--- config.mk ---
export PLATFORM = sky130hd
export DESIGN_NAME = uart_rx
export DESIGN_NICKNAME = d
export VERILOG_FILES = /design/src/rtl/uart_rx.sv
export SDC_FILE = /design/constraint.sdc
export NUM_CORES = 1
export LEC_CHECK = 0
export BUFFER_PORTS_ARGS = -buffer_cell sky130_fd_sc_hd__buf_2
export CORE_ASPECT_RATIO = 0.7
export CORE_UTILIZATION = 58
export CTS_CLUSTER_DIAMETER = 200
export DETAILED_ROUTE_END_ITERATION = 16
export GPL_TIMING_DRIVEN = 0
export PLACE_DENSITY = 0.85
export SYNTH_ARGS = -nofsm -noshare
export SYNTH_HDL_FRONTEND = slang
export SYNTH_SLANG_ARGS = --single-unit
--- constraint.sdc ---
create_clock -name clk_i -period 2.65 [get_ports clk_i]
set_input_delay 0.265 -clock clk_i [delete_from_list [all_inputs] [get_ports clk_i]]
set_output_delay 0.265 -clock clk_i [all_outputs]
set_load 0.005 [all_outputs]
--- src/rtl/uart_rx.sv ---
`timescale 1ns/1ps
// uart_rx: 8N1 UART receiver.
//   Synchronises the asynchronous rx_i line into clk_i, finds the start-bit
//   falling edge, samples each bit at its centre and emits one byte per frame.
// Ports:
//   clk_i        system clock
//   rst_i        asynchronous, active-high reset
//   rx_i         serial input, idles high
//   data_o       last correctly framed byte (LSB = first data bit)
//   data_v_o     1-cycle strobe, data_o updated this cycle
//   frame_err_o  1-cycle strobe, stop bit sampled low
//   busy_o       high while a frame is in progress
module uart_rx #(
  parameter int unsigned CLKS_PER_BIT = 104,
  parameter int unsigned SYNC_STAGES  = 2
) (
  input  logic       clk_i,
  input  logic       rst_i,
  input  logic       rx_i,
  output logic [7:0] data_o,
  output logic       data_v_o,
  output logic       frame_err_o,
  output logic       busy_o
);

  localparam int unsigned CW = $clog2(CLKS_PER_BIT);
  localparam logic [CW-1:0] CntLast = CW'(CLKS_PER_BIT - 1);
  localparam logic [CW-1:0] CntHalf = CW'(CLKS_PER_BIT / 2 - 1);

  typedef enum logic [2:0] {StIdle, StStart, StData, StStop, StBreak} state_e;

  state_e                 state_q, state_d;
  logic [SYNC_STAGES-1:0] sync_q;
  logic                   rx_s;
  logic                   rx_prev_q;
  logic                   fall;
  logic [CW-1:0]          cnt_q, cnt_d;
  logic [2:0]             bit_q, bit_d;
  logic [7:0]             shift_q, shift_d;
  logic [7:0]             data_q, data_d;
  logic                   data_v_q, data_v_d;
  logic                   ferr_q, ferr_d;
  logic                   cnt_last;

  // Sync flops reset to 1 so the line is assumed idle out of reset.
  always_ff @(posedge clk_i or posedge rst_i) begin
    if (rst_i) begin
      sync_q    <= '1;
      rx_prev_q <= 1'b1;
    end else begin
      sync_q    <= {sync_q[SYNC_STAGES-2:0], rx_i};
      rx_prev_q <= rx_s;
    end
  end

  assign rx_s     = sync_q[SYNC_STAGES-1];
  assign fall     = rx_prev_q & ~rx_s;
  assign cnt_last = (cnt_q == CntLast);

  always_comb begin
    state_d  = state_q;
    cnt_d    = cnt_q;
    bit_d    = bit_q;
    shift_d  = shift_q;
    data_d   = data_q;
    data_v_d = 1'b0;
    ferr_d   = 1'b0;
    unique case (state_q)
      StIdle: begin
        cnt_d = '0;
        if (fall) state_d = StStart;
      end
      StStart: begin
        if (cnt_q == CntHalf) begin
          // A start bit that is high again at its centre was a glitch.
          state_d = rx_s ? StIdle : StData;
          cnt_d   = '0;
          bit_d   = 3'd0;
        end else begin
          cnt_d = cnt_q + 1'b1;
        end
      end
      StData: begin
        if (cnt_last) begin
          cnt_d          = '0;
          shift_d[bit_q] = rx_s;
          if (bit_q == 3'd7) state_d = StStop;
          else               bit_d   = bit_q + 3'd1;
        end else begin
          cnt_d = cnt_q + 1'b1;
        end
      end
      StStop: begin
        if (cnt_last) begin
          cnt_d = '0;
          if (rx_s) begin
            data_d   = shift_q;
            data_v_d = 1'b1;
            state_d  = StIdle;
          end else begin
            ferr_d  = 1'b1;
            state_d = StBreak;
          end
        end else begin
          cnt_d = cnt_q + 1'b1;
        end
      end
      StBreak: begin
        // Hold off until the line returns high so a stuck-low line cannot retrigger.
        cnt_d = '0;
        if (rx_s) state_d = StIdle;
      end
      default: state_d = StIdle;
    endcase
  end

  always_ff @(posedge clk_i or posedge rst_i) begin
    if (rst_i) begin
      state_q  <= StIdle;
      cnt_q    <= '0;
      bit_q    <= 3'd0;
      shift_q  <= 8'h00;
      data_q   <= 8'h00;
      data_v_q <= 1'b0;
      ferr_q   <= 1'b0;
    end else begin
      state_q  <= state_d;
      cnt_q    <= cnt_d;
      bit_q    <= bit_d;
      shift_q  <= shift_d;
      data_q   <= data_d;
      data_v_q <= data_v_d;
      ferr_q   <= ferr_d;
    end
  end

  assign data_o      = data_q;
  assign data_v_o    = data_v_q;
  assign frame_err_o = ferr_q;
  assign busy_o      = (state_q != StIdle);

endmodule

==> results.sh <==
export IMPL_outcome="completed"
export IMPL_dieHeight_um=46.14
export IMPL_drt_iter0_markers=74
export IMPL_finalPower_mw=1.384
export IMPL_vias=1153
export IMPL_syn_area_sq_mm=0.001614
export IMPL_vdd_ir_drop_max_mv=0.5639
export IMPL_multi_input_area_sq_um=703.2
export IMPL_max_freq_ghz=0.4803
export IMPL_wl_um=2992
export IMPL_layout_commonest_cell="dfrtp_1"
export IMPL_nNetsFinal=168
export IMPL_drt_pre_antenna_iters=4
export IMPL_synth_seq_cells=34
export IMPL_p_leak_nw=0.8939
export IMPL_slew_headroom_pct=51.54
export IMPL_grtUsageTotal_pct=23.34
export IMPL_crit_path_end_kind="flop"
export IMPL_report_final_hold_viol_count=0
export IMPL_fillers=175
export IMPL_worstPathMaxFanout=7
export IMPL_first_global_vias=1060
export IMPL_period_needed_ns=2.082
export IMPL_num_rows=15
export IMPL_cts_resized=0
export IMPL_drive_gt1_share_pct=30.67
export IMPL_start_util_pct=63.24
export IMPL_fin_crit_sh_pct=78.56
export IMPL_drc=0
export IMPL_fin_skew_ns=0.008660
export IMPL_gp_congestion=0.8781
export IMPL_worst_hold_slack_ns=0.08587
export IMPL_worstSkewPairLatency_ns=0.28
export IMPL_yosys_cell_types_count=37
export IMPL_htree_levels=2
export IMPL_avgRoutedWirePerCell_um=15.19
export IMPL_cts_hold_buf=0
export IMPL_critPathMaxStageDelay_ns=0.47
export IMPL_synth_cells=140
export IMPL_cpMaxStageDelayCell="dfrtp_1"
export IMPL_syn_area_per_cell_sq_um=11.53
export IMPL_start_kind="flop"
export IMPL_most_common_layout_cells="dfrtp_1, buf_2, mux2_2"
export IMPL_design_core_area_sq_mm=0.002552
export IMPL_post_cts_buffers=0
export IMPL_clock_sink_count=34
export IMPL_cts_tree="yes"
export IMPL_n_antenna_cell=0
export IMPL_die_area_sq_mm=0.003001
export IMPL_worstPathArrival_ns=2.25
export IMPL_finalSetupViolations=0
export IMPL_path_class="flop to flop"
export IMPL_path_cells="ha_1, ha_1, or3_1, o32ai_4, mux2_1"
export IMPL_crit_start="bit_q[1]$_DFFE_PP0P_"
export IMPL_reg2reg_from="bit_q[1]$_DFFE_PP0P_"
export IMPL_cts_buffers=5
export IMPL_yosysWarnings=0
export IMPL_min_path_type="primary input to flop"
export IMPL_grt_overflow_total=0
export IMPL_detail_route_antenna_nets=0
export IMPL_worstPathRequired_ns=2.82
export IMPL_grt_max_degree=35
export IMPL_root_buffer="clkbuf_8"
export IMPL_clk_pin_slew_worst_paths_ns=0.07
export IMPL_synth_yosys_seq_area_share_pct=52.95
export IMPL_grt_pass1_wl_um=5023
export IMPL_drv_slew=0
export IMPL_hpwl_um=2111
export IMPL_fp_dieW_um=65.05
export IMPL_fin_tns_setup_ns=0
export IMPL_rsz0062_at_grt="no"
export IMPL_viasPerCell=5.853
export IMPL_tightest_slew_ns=0.7246
export IMPL_hold_path_startpoint="rx_i"
export IMPL_io_pins=14
export IMPL_antenna_found_initial=0
export IMPL_cts_buffer_depth=2
export IMPL_p_per_area_mw_per_mm2=751.4
export IMPL_synth_nets=146
export IMPL_syn_to_final_growth_pct=14.11
export IMPL_crit_top_cell="ha_1"
export IMPL_regArea_sq_um=854.6
export IMPL_io_buffer_count=13
export IMPL_cap_violations=0
## report_power, final
| group | leakage (nW) | internal (mW) | switching, mW |
|---|---|---|---|
| Combinational | 0.399 | 0.149 | 0.218 |
| Clock | 0.0450 | 0.182 | 0.176 |
| Sequential | 0.450 | 0.591 | 0.0684 |
## synth_stat cells
cell type / instances / area (sq um)
clkbuf_1: 2 / 7.510
xor2_1: 4 / 35.03
inv_1: 6 / 22.52
buf_2: 3 / 15.01
a21o_1: 2 / 15.01
nor3_1: 4 / 20.02
nor3b_2: 1 / 12.51
buf_6: 1 / 11.26
mux2_1: 1 / 11.26
and4b_1: 1 / 10.01
o32ai_1: 1 / 8.760
o31ai_1: 1 / 7.510
mux2_2: 16 / 180.2
nand4_4: 1 / 21.27
a211oi_1: 1 / 7.510
o32ai_4: 1 / 27.53
and2b_2: 1 / 8.760
dfstp_2: 3 / 78.83
nand2_1: 10 / 37.54
and3_1: 2 / 12.51
nand2b_1: 1 / 6.260
or3_1: 1 / 6.260
nand4_1: 6 / 37.54
and2b_1: 1 / 7.510
a31oi_1: 1 / 6.260
nor4_1: 1 / 6.260
o21ai_0: 1 / 5.000
and4bb_2: 1 / 12.51
and2_2: 1 / 7.510
nand4b_1: 1 / 8.760
mux2i_1: 3 / 30.03
ha_1: 3 / 37.54
a21oi_1: 7 / 35.03
nor2_1: 13 / 48.80
dfrtp_1: 31 / 775.7
o211ai_1: 1 / 7.510
nand3_1: 5 / 25.02
## stage by stage
stage / cells / util (%) / cell area (sq um) / setup slack (ns)
after CTS: 195 / 70.69 / 1804 / 0.5709
after global placement: 187 / 67.45 / 1722 / 0.6342
after global routing: 197 / 72.16 / 1842 / 0.4498
final: 197 / 72.16 / 1842 / 0.5681
after detailed placement: 187 / 67.45 / 1722 / 0.5857
after floorplan: 140 / - / 1614 / 0.7326
## cell families after synthesis
| family | synth area share (%) |
|---|---|
| and+or+nand+nor | 17.91 |
| AOI/OAI and AO/OA | 7.442 |
| adders and majority gates | 2.326 |
| DFF | 52.95 |
| xor gates and xnor gates | 2.170 |
| muxes | 13.72 |
| buffers and inverters | 3.488 |
## cell type report
cell class	count	area share, %
Sequential cell	34	46.40
Multi-Input combinational cell	94	38.18
Timing Repair Buffer	15	5.571
Clock buffer	6	3.940
Tap cell	34	2.310
Buffer	6	1.834
Inverter	6	1.223
Clock inverter	2	0.5435
## metal layers
| metal | wire length, um | global-route usage (%) | up-vias |
|---|---|---|---|
| met3 | 171 | 5.198 | 6 |
| met2 | 1357 | 34.79 | 51 |
| met1 | 1436 | 33.82 | 554 |
| met4 | 25 | 8.696 | 0 |
| li1 | - | - | 542 |
| met5 | 0 | 0 | - |
## critical path: cells and delay by family (launching register included)
kind	cells	cell delay [ns]
and+or+nand+nor	1	0.41
AOI/OAI and AO/OA	1	0.30
muxes	1	0.35
adders and majority gates	2	0.44
DFF	1	0.47
## final timing paths
check / to / slack (ns) / cells past startpoint
worst max register to register: bit_q[0]$_DFFE_PP0P_ / 0.57 / 5
max in group asynchronous: rx_prev_q$_DFF_PP1_ / 1.70 / 4
worst max-delay path: bit_q[0]$_DFFE_PP0P_ / 0.57 / 5
min in group asynchronous: shift_q[1]$_DFFE_PP0P_ / 0.45 / 3
worst min-delay path: sync_q[0]$_DFF_PP1_ / 0.09 / 1
worst min register to register: sync_q[1]$_DFF_PP1_ / 0.35 / 0
## flip-flops by register name, indices dropped and copies added (netlist names)
name         cells
bit_q            3
cnt_q            7
data_o           8
data_v_o         1
frame_err_o      1
rx_prev_q        1
shift_q          8
state_q          3
sync_q           2
Power figures use the tool's default switching activity.
